--- config.mk ---
export PLATFORM = sky130hd
export DESIGN_NAME = citron_bus_arbiter
export DESIGN_NICKNAME = d
export VERILOG_FILES = /design/src/rtl/citron_pkg.sv /design/src/rtl/citron_rr_picker.sv /design/src/rtl/citron_bus_arbiter.sv
export SDC_FILE = /design/constraint.sdc
export NUM_CORES = 1
export LEC_CHECK = 0
export ABC_AREA = 0
export CORE_MARGIN = 10
export CORE_UTILIZATION = 42
export CTS_CLUSTER_DIAMETER = 50
export DETAILED_ROUTE_END_ITERATION = 8
export PLACE_DENSITY_LB_ADDON = 0.25
export SYNTH_ARGS = -nofsm -noshare
export SYNTH_HDL_FRONTEND = slang
export SYNTH_SLANG_ARGS = --single-unit
--- constraint.sdc ---
create_clock -name clk_i -period 3.1 [get_ports clk_i]
set_clock_uncertainty 0.1 [all_clocks]
set_input_delay 0.62 -clock clk_i [delete_from_list [all_inputs] [get_ports clk_i]]
set_output_delay 0.62 -clock clk_i [all_outputs]
set_load 0.02 [all_outputs]
--- src/rtl/citron_pkg.sv ---
`default_nettype none
// ============================================================================
//  Module      : citron_pkg
//  Description : Shared types and constants for the Citron bus arbiter slice.
//  Revision    : 1.0 - initial release
// ============================================================================
package citron_pkg;

   localparam int CITRON_ADDR_W = 8;
   localparam int CITRON_DATA_W = 32;

   typedef enum logic [1:0] {
      ST_IDLE  = 2'd0,
      ST_ISSUE = 2'd1,
      ST_WAIT  = 2'd2,
      ST_DONE  = 2'd3
   } citron_arb_state_t;

endpackage : citron_pkg
`default_nettype wire

--- src/rtl/citron_rr_picker.sv ---
`default_nettype none
// ============================================================================
//  Module      : citron_rr_picker
//  Description : Combinational round-robin winner search. The search starts
//                at requester rr_i and wraps, so the first active request at
//                or after the pointer wins.
//  Revision    : 1.0 - initial release
// ============================================================================
module citron_rr_picker #(
   parameter int N_REQ = 2
) (
   input  logic [N_REQ-1:0]         req_i,
   input  logic [$clog2(N_REQ)-1:0] rr_i,
   output logic [N_REQ-1:0]         win_oh_o,
   output logic [$clog2(N_REQ)-1:0] win_idx_o,
   output logic                     win_vld_o
);

   localparam int c_idx_w = $clog2(N_REQ);

   int                 w_sum;
   logic [c_idx_w-1:0] w_k;

   // Walk the requesters in rotated order and keep the first one found.
   always_comb begin
      win_oh_o  = '0;
      win_idx_o = '0;
      win_vld_o = 1'b0;
      w_sum     = 0;
      w_k       = '0;
      for (int i = 0; i < N_REQ; i++) begin
         w_sum = int'(rr_i) + i;
         if (w_sum >= N_REQ) begin
            w_sum = w_sum - N_REQ;
         end
         w_k = c_idx_w'(w_sum);
         if (!win_vld_o && req_i[w_k]) begin
            win_vld_o     = 1'b1;
            win_oh_o[w_k] = 1'b1;
            win_idx_o     = w_k;
         end
      end
   end

endmodule : citron_rr_picker
`default_nettype wire

--- src/rtl/citron_bus_arbiter.sv ---
`default_nettype none
// ============================================================================
//  Module      : citron_bus_arbiter
//  Description : Round-robin arbiter sharing the Citron device bus among
//                N_REQ requesters. One access at a time: IDLE picks a winner,
//                ISSUE strobes citron_rdy, WAIT rides out device stall, DONE
//                returns read data / no-match error and advances the pointer.
//                Optional stall watchdog: define CITRON_ARB_TIMEOUT_EN.
//  Revision    : 1.0 - initial release
// ============================================================================
module citron_bus_arbiter
   import citron_pkg::*;
#(
   parameter int N_REQ          = 2,
   parameter int TIMEOUT_CYCLES = 256
) (
   input  logic                             clk_i,
   input  logic                             rst_ni,
   input  logic [N_REQ-1:0]                 req_i,
   input  logic [N_REQ-1:0]                 wr_i,
   input  logic [N_REQ*CITRON_ADDR_W-1:0]   addr_i,
   input  logic [N_REQ*CITRON_DATA_W-1:0]   wdata_i,
   output logic [N_REQ-1:0]                 gnt_o,
   output logic [N_REQ-1:0]                 done_o,
   output logic [CITRON_DATA_W-1:0]         rdata_o,
   output logic                             err_o,
   output logic [CITRON_ADDR_W-1:0]         citron_addr_o,
   output logic                             citron_rdy_o,
   output logic                             citron_wr_o,
   output logic [CITRON_DATA_W-1:0]         citron_writedata_o,
   input  logic [CITRON_DATA_W-1:0]         citron_readdata_i,
   input  logic                             citron_stall_i,
   input  logic                             citron_match_i
);

   localparam int                 c_idx_w    = $clog2(N_REQ);
   localparam logic [c_idx_w-1:0] c_last_idx = c_idx_w'(N_REQ - 1);

   citron_arb_state_t r_state, w_state_nxt;

   logic [N_REQ-1:0]         w_win_oh;
   logic [c_idx_w-1:0]       w_win_idx;
   logic                     w_win_vld;
   logic                     w_complete;
   logic                     w_timeout;
   logic                     w_busy;

   logic [c_idx_w-1:0]       r_rr;
   logic [c_idx_w-1:0]       r_gidx;
   logic [N_REQ-1:0]         r_gnt_oh;
   logic                     r_wr;
   logic [CITRON_ADDR_W-1:0] r_addr;
   logic [CITRON_DATA_W-1:0] r_wdata;
   logic [CITRON_DATA_W-1:0] r_rdata;
   logic                     r_err;

   citron_rr_picker #(.N_REQ(N_REQ)) u_picker (
      .req_i     (req_i),
      .rr_i      (r_rr),
      .win_oh_o  (w_win_oh),
      .win_idx_o (w_win_idx),
      .win_vld_o (w_win_vld)
   );

   // A write finishes on its first WAIT cycle; a read waits for stall to drop.
   assign w_complete = (r_state == ST_WAIT) && (r_wr || !citron_stall_i);

`ifdef CITRON_ARB_TIMEOUT_EN
   localparam int                 c_cnt_w    = $clog2(TIMEOUT_CYCLES + 1);
   localparam logic [c_cnt_w-1:0] c_cnt_last = c_cnt_w'(TIMEOUT_CYCLES - 1);

   logic [c_cnt_w-1:0] r_wait_cnt;

   // Count WAIT cycles; cleared during ISSUE so it starts at zero on WAIT entry.
   always_ff @(posedge clk_i or negedge rst_ni) begin
      if (!rst_ni) begin
         r_wait_cnt <= '0;
      end else if (r_state == ST_ISSUE) begin
         r_wait_cnt <= '0;
      end else if (r_state == ST_WAIT) begin
         r_wait_cnt <= r_wait_cnt + 1'b1;
      end
   end

   // The TIMEOUT_CYCLES-th stalled WAIT cycle gives up on the device.
   assign w_timeout = (r_state == ST_WAIT) && !w_complete && (r_wait_cnt == c_cnt_last);
`else
   logic w_unused_timeout;

   assign w_timeout        = 1'b0;
   assign w_unused_timeout = (TIMEOUT_CYCLES != 0);
`endif

   // State register.
   always_ff @(posedge clk_i or negedge rst_ni) begin
      if (!rst_ni) begin
         r_state <= ST_IDLE;
      end else begin
         r_state <= w_state_nxt;
      end
   end

   // Next-state logic.
   always_comb begin
      w_state_nxt = r_state;
      case (r_state)
         ST_IDLE:  if (w_win_vld) w_state_nxt = ST_ISSUE;
         ST_ISSUE: w_state_nxt = ST_WAIT;
         ST_WAIT:  if (w_complete || w_timeout) w_state_nxt = ST_DONE;
         ST_DONE:  w_state_nxt = ST_IDLE;
         default:  w_state_nxt = ST_IDLE;
      endcase
   end

   // Latch the winner's request, capture the completion, advance the pointer.
   always_ff @(posedge clk_i or negedge rst_ni) begin
      if (!rst_ni) begin
         r_rr     <= '0;
         r_gidx   <= '0;
         r_gnt_oh <= '0;
         r_wr     <= 1'b0;
         r_addr   <= '0;
         r_wdata  <= '0;
         r_rdata  <= '0;
         r_err    <= 1'b0;
      end else begin
         if ((r_state == ST_IDLE) && w_win_vld) begin
            r_gidx   <= w_win_idx;
            r_gnt_oh <= w_win_oh;
            r_wr     <= wr_i[w_win_idx];
            r_addr   <= addr_i[int'(w_win_idx)*CITRON_ADDR_W +: CITRON_ADDR_W];
            r_wdata  <= wdata_i[int'(w_win_idx)*CITRON_DATA_W +: CITRON_DATA_W];
         end
         if (w_complete) begin
            r_rdata <= r_wr ? '0 : citron_readdata_i;
            r_err   <= ~citron_match_i;
         end else if (w_timeout) begin
            r_rdata <= '0;
            r_err   <= 1'b1;
         end
         if (r_state == ST_DONE) begin
            r_rr <= (r_gidx == c_last_idx) ? '0 : r_gidx + 1'b1;
         end
      end
   end

   // Outputs decode straight from registered state, so reset clears them at once.
   assign w_busy             = (r_state == ST_ISSUE) || (r_state == ST_WAIT);
   assign gnt_o              = (r_state == ST_ISSUE) ? r_gnt_oh : '0;
   assign done_o             = (r_state == ST_DONE)  ? r_gnt_oh : '0;
   assign rdata_o            = (r_state == ST_DONE)  ? r_rdata  : '0;
   assign err_o              = (r_state == ST_DONE)  && r_err;
   assign citron_rdy_o       = (r_state == ST_ISSUE);
   assign citron_addr_o      = w_busy ? r_addr  : '0;
   assign citron_wr_o        = w_busy && r_wr;
   assign citron_writedata_o = w_busy ? r_wdata : '0;

endmodule : citron_bus_arbiter
`default_nettype wire
==> out/results.tsv <==
stage	metric	value	unit
run_status	status	finished clean	
drt	DR pass1 iterations	5	
cts	CTS Buffer Depth	2	
synth	Syn. warnings	0	
cts	Post-CTS Setup Inserts	0	
cts	clk slew on worst S/H paths	0.08	ns
sta	RSZ-0062 raised after global routing	no	
grt	M3 GR Usage	7.724	%
floorplanning	Die H	121.8	um
synth	Post-synth EDFFs	0	
synth	Synth async-reset ratio	100.0	%
sta	Fin Setup TNS	0	ns
hold_path	hold depth	1	
power_and_ir_drop	Int Power	4.001	mW
grt	total track usage	18.11	%
place	PortBufs	198	
sta	Final Hold Violating Endpoints	0	
synth	Top FF cell, synth	dfrtp_1	
run	maxcap violations	0	
cts	total CTS buffers	9	
final_layout	# diodes	0	
synth	Synth top area share	46.02	%
cts	clock tree sinks	80	
critical_path	critical path peak fanout	19	
grt	largest net degree at the start of global routing	81	
floorplanning	Std-Cell Rows	37	
sta	Final setup viols	0	
critical_path	Worst Setup Start Kind	flip-flop	
synth	synthesized flop and latch total	80	
power_and_ir_drop	P_sw	2.787	mW
drt	drt total wl	13800	um
synth	post-synthesis cell type count	28	
grt	first-pass GRT wire length	21820	um
critical_path	worst-path cell chain	inv_1 > ha_1 > buf_4 > and2_1 > clkdlybuf4s50_1	
hold_path	Hold Startpoint	r_gidx	
grt	global route hottest layer	met2	
hold_path	Hold Path End	r_rr	
grt	GR Util met2	28.97	%
drt	vias	3974	
critical_path	Critical-path top delay cell	clkdlybuf4s50_1	
grt	vias in the first global route	4219	
power_and_ir_drop	Combinational Power Share	61.2	%
critical_path	R2R setup slack	1.23	ns
synth	largest area contributor in the netlist	dfrtp_1	
synth	most frequent cell after synthesis	dfrtp_1	
grt	antenna violations before repair	0	
critical_path	worst endpoint required time	2.38	ns
cts	CTS H-tree depth	3	
cts	CTS tree	built	
final_layout	Layout Cells excl Fill	773	
critical_path	max incr delay on CP	0.62	ns
grt	met1 Use GR	22.02	%
floorplanning	Core Area	10180	sq um
power_and_ir_drop	PD cells	1038	nW/um^2
drt	Initial DRC Count	238	
synth	Synth area leaders	dfrtp_1 (46%), and2_1 (11%), mux2_2 (8.0%), a31oi_1 (5.9%), a21oi_1 (4.7%)	
place	RD Place Congestion	0.7729	
sta	Max transition margin	34.24	%
floorplanning	die width	121.8	um
hold_path	Hold Path Class	flip-flop to flip-flop	
final_layout	fillers	881	
place	Area after DPL	6334	sq um
final_layout	share of cells above drive strength 1	9.890	%
power_and_ir_drop	worst vdd ir	0.6874	mV
final_layout	post-layout util	64.23	%
drt	Post-DRT Antenna Nets	0	
power_and_ir_drop	P_leak	2.666	nW
drt	# DRC	0	
critical_path	worst r2r src	r_wr	
critical_path	Reg2Reg Capture Point	r_rdata[21]	
power_and_ir_drop	Flop pwr share	27.1	%
cts	hold_buf cts	0	
critical_path	critical path type	flip-flop to primary output	
sta	slew at the pin closest to its max-slew limit	0.9864	ns
floorplanning	Starting Density	42.71	%
place	placed cell count	757	
floorplanning	IO Pins	199	
cts	Root Buffer	clkbuf_8	
drt	Vias/cell	5.141	
grt	Overflow after GRT	0	
cts	post-cts resize count	0	
synth	Synth Cell Area	4350	sq um
final_layout	fin nets	756	
power_and_ir_drop	Sw Share	41.06	%
sta	fmax	348.0	MHz
final_layout	Area growth syn-to-layout	50.36	%
synth	synth cell count leaders	dfrtp_1 (80), and2_1 (78), nor2_1 (42), a21oi_1 (41), a31oi_1 (41)	
place	post-DP HPWL	10020	um
power_and_ir_drop	total chip power	6.789	mW
critical_path	Critical Path AT	2.15	ns
floorplanning	full die area	14830	sq um
sta	max-slew violations	0	
cts	Clk Latency, worst-skew pair	0.34	ns
sta	fin crit period	2.874	ns
synth	Mean Syn Cell Area	9.582	sq um
synth	register area share after synthesis	46.02	%
synth	synthesized net count	578	
sta	Tcrit/Tclk final	92.70	%
critical_path	path depth of the worst reg2reg path	4	
synth	Post-Syn Instances	454	
final_layout	Final Instance Area	6541	sq um
power_and_ir_drop	Clock power frac	11.7	%
critical_path	Worst setup EP type	primary output	
drt	DR WL/cell	17.85	um
[cell families (layout without fill, tap and decap cells)]
group / Yosys count / in the layout / share of synthesized area [%]
AO/OA/AOI/OAI: 132 / 132 / 17.69
adder cells (fa/ha/maj): 4 / 4 / 1.150
buffers and inverters: 48 / 231 / 6.414
flip-flops: 80 / 80 / 46.02
multiplexers: 34 / 34 / 8.772
AND/OR/NAND/NOR: 156 / 156 / 19.96
[power groups by stage]
stage	combinational, mW	clock (mW)	sequential [mW]
after floorplan	2.56	0	1.74
after global placement	4.13	0	1.83
after detailed placement	4.21	0	1.85
after CTS	4.23	0.815	1.84
after global routing	4.52	0.857	1.90
final	4.16	0.794	1.84
[registers in the layout, summed over array words and instances (netlist names)]
signal and count:
r_addr 8, r_err 1, r_gidx 1, r_gnt_oh 2
r_rdata 32, r_rr 1, r_state 2, r_wdata 32
r_wr 1
[how the worst max path moves through the flow]
stage	endpoint	cells after the start	start
finish	citron_writedata_o[22]	5	r_state[0]
global route	citron_writedata_o[13]	5	r_state[0]
CTS	citron_writedata_o[22]	5	r_state[0]
detailed placement	r_wdata[17]	4	req_i[0]
global placement	citron_writedata_o[18]	5	r_state[0]
floorplan	citron_addr_o[0]	4	r_state[0]
[layer usage]
| metal | part of all wire [%] | wire length (um) |
|---|---|---|
| met5 | 0 | 0 |
| met4 | 1.5 | 208 |
| met3 | 10 | 1377 |
| met2 | 47 | 6489 |
| met1 | 41 | 5724 |
[stage by stage]
stage               setup WS (ns)  hold slack, ns
CTS                        0.2137          0.3375
floorplan                   1.166          0.2244
global route               0.1101          0.3702
finish                     0.2263          0.3390
detailed placement         0.5942          0.3405
global placement           0.6542          0.3331
[layout by cell type, fill, tap and decap left out, drive strengths merged, types with 12 or more instances in the layout]
cell / count
nor2b: 32
nor2: 42
clkbuf: 12
clkdlybuf4s50: 196
and2: 78
a31oi: 41
buf: 13
a21oi: 41
dfrtp: 80
mux2: 33
o21ai: 43
[cell type report]
class                      count  area (sq um)  share of cell area, %
clock inverter                 4         52.55                 0.8034
timing repair buffer         209          2069                  31.64
sequential                    80          2002                  30.60
inverter                       6         22.52                 0.3443
clock buffer                  12         155.1                  2.372
multi-input combinational    326          2069                  31.64
tap                          136         170.2                  2.601
[critical path: cells and delay by family, from the launching register on]
family                     cells  cell delay (ns)
DFF                            1             0.42
buffers and inverters          3             0.92
adders and majority gates      1             0.31
and+or+nand+nor                1             0.18
Power figures use the tool's default switching activity.
